## config.mk

```make
export PLATFORM = sky130hd
export DESIGN_NAME = conv_col_writer_flat
export DESIGN_NICKNAME = d
export VERILOG_FILES = /design/src/rtl/conv_col_writer_if.sv /design/src/rtl/conv_col_writer.sv /design/src/flat_wrapper.sv
export SDC_FILE = /design/constraint.sdc
export NUM_CORES = 1
export LEC_CHECK = 0
export ABC_CLOCK_PERIOD_IN_PS = 55700
export CORE_MARGIN = 4
export CORE_UTILIZATION = 40
export CTS_CLUSTER_DIAMETER = 30
export DETAILED_ROUTE_END_ITERATION = 10
export PLACE_DENSITY = 0.65
export SYNTH_ARGS = -nofsm -noshare
export SYNTH_HDL_FRONTEND = slang
export SYNTH_HIERARCHICAL = 1
export SYNTH_SLANG_ARGS = --single-unit
```

## constraint.sdc

```tcl
create_clock -name clk -period 55.7 [get_ports clk]
set_input_delay 5.57 -clock clk [delete_from_list [all_inputs] [get_ports clk]]
set_output_delay 5.57 -clock clk [all_outputs]
set_load 0.03 [all_outputs]
```

## src/rtl/conv_col_writer_if.sv

```systemverilog
// Column-stream and memory-write bus of conv_col_writer.
// master drives columns and mem_ready; slave (the writer) answers with col_ready and writes.
interface conv_col_writer_if #(
  parameter int DATA_WIDTH = 16,
  parameter int OUT_COLS   = 24,
  parameter int WORD_WIDTH = 256,
  parameter int ADDR_WIDTH = 12
);
  localparam int CNUM_W = $clog2(28) + 1;

  logic                  col_valid;
  logic [CNUM_W-1:0]     col_num;
  logic [DATA_WIDTH-1:0] col_data [OUT_COLS-1:0];
  logic                  col_ready;
  logic                  mem_we;
  logic [ADDR_WIDTH-1:0] mem_addr;
  logic [WORD_WIDTH-1:0] mem_wdata;
  logic                  mem_ready;

  modport master (
    output col_valid, col_num, col_data, mem_ready,
    input  col_ready, mem_we, mem_addr, mem_wdata
  );

  modport slave (
    input  col_valid, col_num, col_data, mem_ready,
    output col_ready, mem_we, mem_addr, mem_wdata
  );
endinterface

```

## src/rtl/conv_col_writer.sv

```systemverilog
// Buffers conv output columns in a 2-deep FIFO and writes each one as two
// memory words (elements 0..15, then 16..OUT_COLS-1) at BASE_ADDR + 2*col_num.
module conv_col_lane #(
  parameter int DATA_WIDTH = 16
) (
  input  logic [DATA_WIDTH-1:0] lo,
  input  logic [DATA_WIDTH-1:0] hi,
  input  logic                  sel_hi,
  input  logic                  en,
  output logic [DATA_WIDTH-1:0] lane
);
  assign lane = en ? (sel_hi ? hi : lo) : '0;
endmodule

module conv_col_writer #(
  parameter int DATA_WIDTH = 16,
  parameter int OUT_COLS   = 24,
  parameter int NUM_COLS   = 24,
  parameter int WORD_WIDTH = 256,
  parameter int ADDR_WIDTH = 12,
  parameter int BASE_ADDR  = 0
) (
  input  logic               clk,
  input  logic               rst,
  input  logic               start,
  conv_col_writer_if.slave   bus,
  output logic               done,
  output logic               overflow,
  output logic               error,
  output logic               busy
);
  localparam int CNUM_W  = $clog2(28) + 1;
  localparam int LANES   = WORD_WIDTH / DATA_WIDTH;
  localparam int HI_BASE = 16;

  localparam logic [2:0] S_IDLE  = 3'd0;
  localparam logic [2:0] S_WAIT  = 3'd1;
  localparam logic [2:0] S_WR_LO = 3'd2;
  localparam logic [2:0] S_WR_HI = 3'd3;
  localparam logic [2:0] S_FIN   = 3'd4;

  logic [2:0]            state, state_nxt;
  logic [CNUM_W-1:0]     num_q  [1:0];
  logic [DATA_WIDTH-1:0] data_q [1:0][OUT_COLS-1:0];
  logic [DATA_WIDTH-1:0] head_data [OUT_COLS-1:0];
  logic [CNUM_W-1:0]     head_num;
  logic                  rd_ptr, wr_ptr;
  logic [1:0]            cnt, cnt_nxt;
  logic                  ready_q;
  logic                  active, in_range, push, pop, accept, clr, is_hi;
  logic [ADDR_WIDTH-1:0] addr;
  logic [WORD_WIDTH-1:0] wdata;

  assign active   = (state == S_WAIT) || (state == S_WR_LO) || (state == S_WR_HI);
  assign in_range = bus.col_num < CNUM_W'(NUM_COLS);
  assign push     = active && bus.col_valid && ready_q && in_range;
  assign accept   = bus.mem_we && bus.mem_ready;
  assign pop      = accept && (state == S_WR_HI);
  assign clr      = (state == S_IDLE) && start;
  assign is_hi    = (state == S_WR_HI);
  assign cnt_nxt  = clr ? 2'd0 : cnt + 2'(push) - 2'(pop);

  // WAIT/WR_HI look at next occupancy so a column pushed this cycle is
  // written starting next cycle.
  always_comb begin
    state_nxt = state;
    case (state)
      S_IDLE:  if (start) state_nxt = S_WAIT;
      S_WAIT:  if (cnt_nxt != 2'd0) state_nxt = S_WR_LO;
      S_WR_LO: if (accept) state_nxt = S_WR_HI;
      S_WR_HI: if (accept) begin
        if (head_num == CNUM_W'(NUM_COLS - 1)) state_nxt = S_FIN;
        else if (cnt_nxt != 2'd0)              state_nxt = S_WR_LO;
        else                                   state_nxt = S_WAIT;
      end
      S_FIN:   state_nxt = S_IDLE;
      default: state_nxt = S_IDLE;
    endcase
  end

  always_ff @(posedge clk or negedge rst) begin
    if (!rst) begin
      state    <= S_IDLE;
      cnt      <= 2'd0;
      rd_ptr   <= 1'b0;
      wr_ptr   <= 1'b0;
      ready_q  <= 1'b0;
      overflow <= 1'b0;
      error    <= 1'b0;
    end else begin
      state   <= state_nxt;
      cnt     <= cnt_nxt;
      ready_q <= (cnt_nxt < 2'd2);
      if (clr) begin
        rd_ptr   <= 1'b0;
        wr_ptr   <= 1'b0;
        overflow <= 1'b0;
        error    <= 1'b0;
      end else begin
        if (push) wr_ptr <= ~wr_ptr;
        if (pop)  rd_ptr <= ~rd_ptr;
        if (active && bus.col_valid && !ready_q)  overflow <= 1'b1;
        if (active && bus.col_valid && !in_range) error    <= 1'b1;
      end
    end
  end

  always_ff @(posedge clk) begin
    if (push) begin
      num_q[wr_ptr]  <= bus.col_num;
      data_q[wr_ptr] <= bus.col_data;
    end
  end

  always_comb begin
    head_data = data_q[rd_ptr];
    head_num  = num_q[rd_ptr];
  end

  // {col_num, is_hi} is 2*col_num + is_hi; the sum wraps at ADDR_WIDTH bits.
  assign addr = ADDR_WIDTH'(BASE_ADDR) + ADDR_WIDTH'({head_num, is_hi});

  genvar j;
  generate
    for (j = 0; j < LANES; j++) begin : g_lane
      logic [DATA_WIDTH-1:0] lo_e, hi_e;
      if (j < OUT_COLS) begin : g_lo
        assign lo_e = head_data[j];
      end else begin : g_lo0
        assign lo_e = '0;
      end
      if (j + HI_BASE < OUT_COLS) begin : g_hi
        assign hi_e = head_data[j + HI_BASE];
      end else begin : g_hi0
        assign hi_e = '0;
      end
      conv_col_lane #(.DATA_WIDTH(DATA_WIDTH)) u_lane (
        .lo     (lo_e),
        .hi     (hi_e),
        .sel_hi (is_hi),
        .en     (bus.mem_we),
        .lane   (wdata[j*DATA_WIDTH +: DATA_WIDTH])
      );
    end
  endgenerate

  assign bus.mem_we    = (state == S_WR_LO) || (state == S_WR_HI);
  assign bus.mem_addr  = bus.mem_we ? addr : '0;
  assign bus.mem_wdata = wdata;
  assign bus.col_ready = ready_q;
  assign done          = (state == S_FIN);
  assign busy          = (state != S_IDLE);
endmodule

```

## src/flat_wrapper.sv

```systemverilog
// flat-port wrapper written by rule: the top's interface ports become plain ports
module conv_col_writer_flat 
#(
  parameter int DATA_WIDTH = 16,
  parameter int OUT_COLS   = 24,
  parameter int NUM_COLS   = 24,
  parameter int WORD_WIDTH = 256,
  parameter int ADDR_WIDTH = 12,
  parameter int BASE_ADDR  = 0
)
  (clk, rst, start, done, overflow, error, busy, bus_col_valid, bus_col_num, bus_col_data, bus_mem_ready, bus_col_ready, bus_mem_we, bus_mem_addr, bus_mem_wdata);
  conv_col_writer_if #(.DATA_WIDTH(DATA_WIDTH), .OUT_COLS(OUT_COLS), .WORD_WIDTH(WORD_WIDTH), .ADDR_WIDTH(ADDR_WIDTH)) bus_i ();
  input  logic clk;
  input  logic rst;
  input  logic start;
  output logic done;
  output logic overflow;
  output logic error;
  output logic busy;
  input wire logic [$bits(bus_i.col_valid)-1:0] bus_col_valid;
  input wire logic [$bits(bus_i.col_num)-1:0] bus_col_num;
  input wire logic [$bits(bus_i.col_data)-1:0] bus_col_data;
  input wire logic [$bits(bus_i.mem_ready)-1:0] bus_mem_ready;
  output wire logic [$bits(bus_i.col_ready)-1:0] bus_col_ready;
  output wire logic [$bits(bus_i.mem_we)-1:0] bus_mem_we;
  output wire logic [$bits(bus_i.mem_addr)-1:0] bus_mem_addr;
  output wire logic [$bits(bus_i.mem_wdata)-1:0] bus_mem_wdata;
  assign bus_i.col_valid = bus_col_valid;
  assign bus_i.col_num = bus_col_num;
  assign bus_i.col_data = {>>{bus_col_data}};
  assign bus_i.mem_ready = bus_mem_ready;
  assign bus_col_ready = bus_i.col_ready;
  assign bus_mem_we = bus_i.mem_we;
  assign bus_mem_addr = bus_i.mem_addr;
  assign bus_mem_wdata = bus_i.mem_wdata;
  conv_col_writer #(.DATA_WIDTH(DATA_WIDTH), .OUT_COLS(OUT_COLS), .NUM_COLS(NUM_COLS), .WORD_WIDTH(WORD_WIDTH), .ADDR_WIDTH(ADDR_WIDTH), .BASE_ADDR(BASE_ADDR)) u_core (.clk(clk), .rst(rst), .start(start), .bus(bus_i), .done(done), .overflow(overflow), .error(error), .busy(busy));
endmodule
```

# --- Word-level counts from Yosys, hierarchy flattened ---
# Memories as Yosys holds them, arrays and structs flattened.
# Index checks and enable logic that the tools add are counted.
op_classes:
  add_sub_neg: 2
  n_lt_le_gt_ge: 2
  n_eq_ne: 9
  mux: 51
  bitwise: 2
  n_reduce_logical: 21
op_table:
  columns: ["op", "count"]
  rows:
  - ["16-bit two-way mux", 32]
  - ["3-bit two-way mux", 5]
  - ["3-bit case mux with 4 select lines", 1]
  - ["1-bit two-way mux", 10]
  - ["2-bit nonzero test", 5]
  - ["1-bit logical AND", 8]
  - ["7-bit two-way mux", 1]
  - ["3-bit by 2-bit equality test with 1-bit output, second input constant", 2]
  - ["6-bit by 5-bit equality test with 1-bit output, second input constant", 1]
  - ["6-bit by 5-bit less-than comparator with 1-bit output, second input constant", 1]
  - ["2-bit two-way mux", 2]
  - ["2-bit by 1-bit != test with 1-bit output, second input constant", 2]
  - ["2-bit != test, second input constant", 2]
  - ["4-bit AND reduction", 1]
  - ["3-bit by 1-bit equality test with 1-bit output, second input constant", 1]
  - ["3-bit equality test, second input constant", 1]
  - ["3-bit zero test", 1]
  - ["1-bit logical OR", 3]
  - ["3-bit nonzero test", 1]
  - ["2-bit by 1-bit adder with 2-bit output", 1]
  - ["1-bit zero test", 2]
  - ["2-bit less-than comparator, second input constant", 1]
  - ["1-bit NOT", 2]
  - ["2-bit by 1-bit subtractor with 2-bit output", 1]
word_totals:
  reg_bits: 10
  ram_bits: 780
  inputBits: 395
  out_inout_bits: 274
  elab_cells: 96
  n_memories: 2
memory_table:
  columns: ["memory", "depth", "word_bits", "rd", "rd_clocked_by_memory_dff", "wr", "line", "rtl"]
  rows:
  - ["u_core.data_q", 2, 384, 1, 0, 1, "conv_col_writer.sv:44", "logic [DATA_WIDTH-1:0] data_q [1:0][OUT_COLS-1:0];"]
  - ["u_core.num_q", 2, 6, 1, 0, 1, "conv_col_writer.sv:43", "logic [CNUM_W-1:0] num_q [1:0];"]

# --- Longest topological paths before layout ---
logic_depth:
  word_depth: 14
  depth_mapped: 10
  depth_no_buf: 10

# --- Cells and area by module ---
# Netlist, hierarchy kept.
modules_own_cells:
  columns: ["mod", "n_inst", "cells_each", "area_each_um2", "seq_area_each_um2"]
  rows:
  - ["conv_col_writer", 1, 1292, 28686.3, 23672.7]
  - ["conv_col_lane", 16, 35, 295.3, 0.0]

# --- Worst setup path before layout ---
# Ideal clock, no wire load.
synth_timing:
  path_kind: "input port to flip-flop"
  start: "input port bus_col_num[3]"
  end: "memory u_core/data_q[0][0] (netlist bit) (enable)"
  setup_time_ns: 1.153
  arrival_time_ns: 22.136
  t_required_ns: 54.547
  slack_ns: 32.411
  path_stages: 3
  path_buffers: 0
  path_cell_list: "a21oi_1 > nand4b_1 > nor2_1"
synth_via:
  elab_chain_cells: 4
synth_rtl:
  columns: ["element", "line", "rtl"]
  rows:
  - ["start, declared", "flat_wrapper.sv:21", "input wire logic [$bits(bus_i.col_num)-1:0] bus_col_num;"]
  - ["6-bit by 5-bit less-than comparator with 1-bit output", "conv_col_writer.sv:55", "assign in_range = bus.col_num < CNUM_W'(NUM_COLS);"]
  - ["1-bit logical AND", "conv_col_writer.sv:56", "assign push = active && bus.col_valid && ready_q && in_range;"]
  - ["1-bit two-way mux", "conv_col_writer.sv:109", "if (push) begin"]
  - ["1-bit two-way mux (not written as such)", "conv_col_writer.sv:111", "data_q[wr_ptr] <= bus.col_data;"]
  - ["end, declared", "conv_col_writer.sv:44", null]
# Every way passes these cells.

# --- Worst setup path in the final report ---
layout_timing:
  start: "register u_core.state[2]"
  end: "output port bus_mem_wdata[23]"
layout_via:
  elab_chain_cells: 3
  word_cells_on_any_way: 5
  cone_classes: "eq/ne (2); mux (2); reduce/logical (1)"
layout_rtl:
  columns: ["element", "line", "rtl"]
  rows:
  - ["start, declared", "conv_col_writer.sv:42", "logic [2:0] state, state_nxt;"]
  - ["start signal, assigned", "conv_col_writer.sv:91", "state <= state_nxt;"]
  - ["3-bit by 2-bit equality test with 1-bit output (*)", "conv_col_writer.sv:60", "assign is_hi = (state == S_WR_HI);"]
  - ["named net u_core.is_hi", "conv_col_writer.sv:50", "logic active, in_range, push, pop, accept, clr, is_hi;"]
  - ["16-bit two-way mux or 1-bit logical OR (tied branches)", "conv_col_writer.sv:12, conv_col_writer.sv:147", null]
  - ["16-bit two-way mux (*)", "conv_col_writer.sv:12", "assign lane = en ? (sel_hi ? hi : lo) : '0;"]
  - ["end, declared", "flat_wrapper.sv:27", "output wire logic [$bits(bus_i.mem_wdata)-1:0] bus_mem_wdata;"]
# Mark *: on every way through the listed nets, which the timed path passes. The rest lies on a longest branch.

==> impl_metrics.py <==
metrics = {
    "status": {
        "outcome": "completed",
    },
    "sta": {
        "finalSetupViolations": 0,
        "clock_skew_ns": 0.0555,
        "min_period_over_period_pct": 20.4,
        "worst_pin_slew_ns": 1.20,
        "fmax_mhz": 88.1,
        "final_hold_viol_count": 0,
        "period_minus_slack_ns": 11.35,
        "rsz0062_at_grt": "no",
        "fin_ws_ns": 44.35,
        "finalMaxSlewViolations": 0,
        "fin_tns_setup_ns": 0,
        "relSlewSlack_pct": 19.8,
    },
    "yosys": {
        "synth_area_leaders": "edfxtp_1, mux2_2, mux2i_1, nor2b_1, buf_12",
        "synth.yosys.seq_area_share_pct": 70.9,
        "ys_types": 33,
        "syn_area_sq_mm": 0.0334,
        "avgSynthCellArea_sq_um": 18.0,
        "synth_cells": 1852,
        "synth_seq_cells": 790,
        "yosysTopAreaCell": "edfxtp_1",
        "synthArstFlopShare_pct": 1.27,
        "synth_ff_type": "edfxtp_1",
        "synth_edf_count": 780,
        "synth_top_area_share_pct": 70.1,
        "ys.warnings.count": 6,
    },
    "worst_setup_path": {
        "crit_start": "u_core/state[2]",
        "cpPeakStageDelay_ns": 1.00,
        "cp_data_arrival_time_ns": 5.78,
        "r2r_end": "u_core/data_q[1][251]",
        "r2r_start": "u_core/state[0]",
        "cpMaxStageDelayCell": "buf_4",
        "crit_type": "flip-flop to output port",
        "reg2reg_slack_ns": 50.64,
        "cp-start-kind": "flip-flop",
        "end_kind": "output port",
        "path_max_fanout": 63,
        "ff2ff_path_depth": 6,
        "path_cells": "nand2b_1 > inv_6 > and2_4 > buf_4 > buf_4 > mux2i_1 > nor2b_1 > clkdlybuf4s50_1",
        "crit_end": "bus_mem_wdata[23]",
        "cp.required_ns": 50.13,
        "crit_path_frequent_cell": "buf_4",
    },
    "route": {
        "drt_iter0_markers": 853,
        "viasPerCell": 4.80,
        "first_pass_iters": 5,
        "wl_per_cell_microns": 21.2,
        "drt-total-wl_microns": 84500,
        "route.detailed.drc": 0,
        "ant_nets": 0,
        "num_vias": 19100,
    },
    "grt": {
        "globalRoute.totalOverflow": 0,
        "grt_pass1_vias": 20800,
        "grt.total_usage_pct": 18.5,
        "antenna_found_initial": 33,
        "grt_max_degree": 172,
        "grt_pass1_wl_microns": 125000,
    },
    "clock_network": {
        "cts_tree": "yes",
        "cts_buffer_depth": 3,
        "cts-root-buf": "clkbuf_16",
        "worstSkewPairLatency_ns": 0.73,
        "post-cts-setup-buffers": 0,
        "h-tree-depth": 4,
        "cts_hold_buf": 0,
        "cts-buffers-inserted": 169,
        "cts.clk_slew.worst_paths_ns": 0.05,
        "clkSinkCount": 790,
        "cts_resized": 0,
    },
    "die": {
        "die_height_microns": 297,
        "die-area_sq_mm": 0.0882,
        "ios": 669,
        "num_rows": 105,
        "core_area_sq_mm": 0.0824,
        "die_x_microns": 297,
        "initial_core_util_pct": 40.6,
    },
    "pwr": {
        "power.total_mw": 2.73,
        "ir_drop_uv": 46.6,
        "leakage_nw": 16.7,
        "power.density_mw_per_mm2": 58.0,
    },
    "hold_path": {
        "worstHoldStart": "u_core/overflow",
        "hold_path_class": "flip-flop to flip-flop",
    },
    "cells_and_area": {
        "n_fill_cell": 6314,
        "syn_to_final_growth_pct": 41.1,
        "layout.nets": 3139,
        "final_layout_size_suffix_gt1_share_pct": 23.2,
        "fin_area_sq_mm": 0.0472,
    },
    "flow_run": {
        "maxCapViolCount": 0,
    },
    "placed_design": {
        "pre_cts_ws_ns": 44.97,
        "buffer_ports.inserted": 663,
        "dp_hpwl_microns": 54600,
        "place_area_sq_mm": 0.0413,
        "place_congestion": 0.813,
    },
}
==> placed cells by master (no fill, tap or decap), types with 6 or more instances in the layout <==
cell             netlist  layout
a21oi_1                7       7
buf_4                  6      21
bufinv_16              0      26
clkbuf_1              16      22
clkbuf_16              0     170
clkdlybuf4s50_1        0     663
clkinv_1               0      35
clkinv_2               0      23
clkinv_4               0       6
clkinvlp_4             0       6
conb_1                 1     133
dfrtp_1               10       9
diode_2                0      28
edfxtp_1             780     780
inv_1                  7       6
inv_6                  0      11
mux2_2               384     384
mux2i_1              261     261
nand2_1                7       7
nor2_1                 9       7
nor2b_1              258     258
==> power breakdown <==
part	switching [mW]	leakage, nW	internal (mW)
Combinational	0.564	6.71	0.439
Clock	0.321	2.82	0.680
Sequential	0.0173	7.18	0.712
Total	0.902	16.7	1.83
==> layout make-up <==
type	instances	area [sq um]	share of cell area, %
clock buffers	192	4340	9.20
well taps	1070	1340	2.84
flip-flops and latches	790	23700	50.2
clock inverters	119	1480	3.15
multi-input cells	1089	9400	19.9
diodes	28	70.1	0.149
inverters	7	31.3	0.0663
repair buffers	685	6810	14.5
==> critical path: cells and delay by family, from the launching register on <==
kind | cells | cell delay [ns]
buffers and inverters | 4 | 2.87
and+or+nand+nor | 3 | 1.38
DFF | 1 | 0.46
muxes | 1 | 0.20
==> how the worst min path moves through the flow <==
stage,slack [ns],depth (start not counted),endpoint
5_1_grt,0.54,1,u_core/overflow
2_1_floorplan,0.50,1,u_core/state[1]
3_3_place_gp,0.48,1,u_core/error
6_report,0.50,1,u_core/overflow
4_1_cts,0.50,1,u_core/overflow
3_5_place_dp,0.48,1,u_core/overflow
==> cells in the mapped netlist (3+ instances only) <==
library cell / number
edfxtp_1: 780
mux2_2: 384
a21oi_1: 7
dfrtp_1: 10
buf_12: 16
buf_4: 6
inv_1: 7
nand2_1: 7
buf_2: 44
nor3b_1: 3
buf_6: 16
nand2b_1: 3
clkbuf_1: 16
nor2_1: 9
mux2i_1: 261
nor2b_1: 258
and2_1: 4
xnor2_1: 3
==> logic make-up (layout without fill, tap and decap cells) <==
group,after synthesis,count (layout),synth area share (%)
flip-flops,790,790,70.9
buffers and inverters,105,1003,2.55
adder cells (fa/ha/maj),2,2,0.0749
AND/OR/NAND/NOR,291,291,5.36
other,1,161,0.0112
multiplexers,645,645,20.8
AO/OA/AOI/OAI,14,14,0.285
XOR/XNOR,4,4,0.105
==> flip-flops by register name (all words and copies together) (netlist names) <==
register / cells
u_core/wr_ptr: 1
u_core/bus.col_ready: 1
u_core/rd_ptr: 1
u_core/num_q: 12
u_core/error: 1
u_core/data_q: 768
u_core/state: 3
u_core/cnt: 2
u_core/overflow: 1
==> routing by layer <==
layer | vias up | GRT usage, % | part of all wire (%)
met3 | 166 | 6.66 | 7.2
met1 | 9456 | 20.0 | 37
met2 | 622 | 32.6 | 52
met4 | 14 | 8.05 | 3.1
met5 | - | 0 | 0.099
li1 | 8829 | - | -
==> per-stage QoR <==
| stage | util, % | cells | hold slack (ns) |
|---|---|---|---|
| 2_1_floorplan | - | 1984 | 0.499 |
| 3_3_place_gp | 50.1 | 3641 | 0.483 |
| 3_5_place_dp | 50.1 | 3641 | 0.484 |
| 4_1_cts | 57.2 | 3952 | 0.499 |
| 5_1_grt | 57.2 | 3970 | 0.537 |
| 6_report | 57.2 | 3980 | 0.500 |
(Power assumes the default switching activity.)
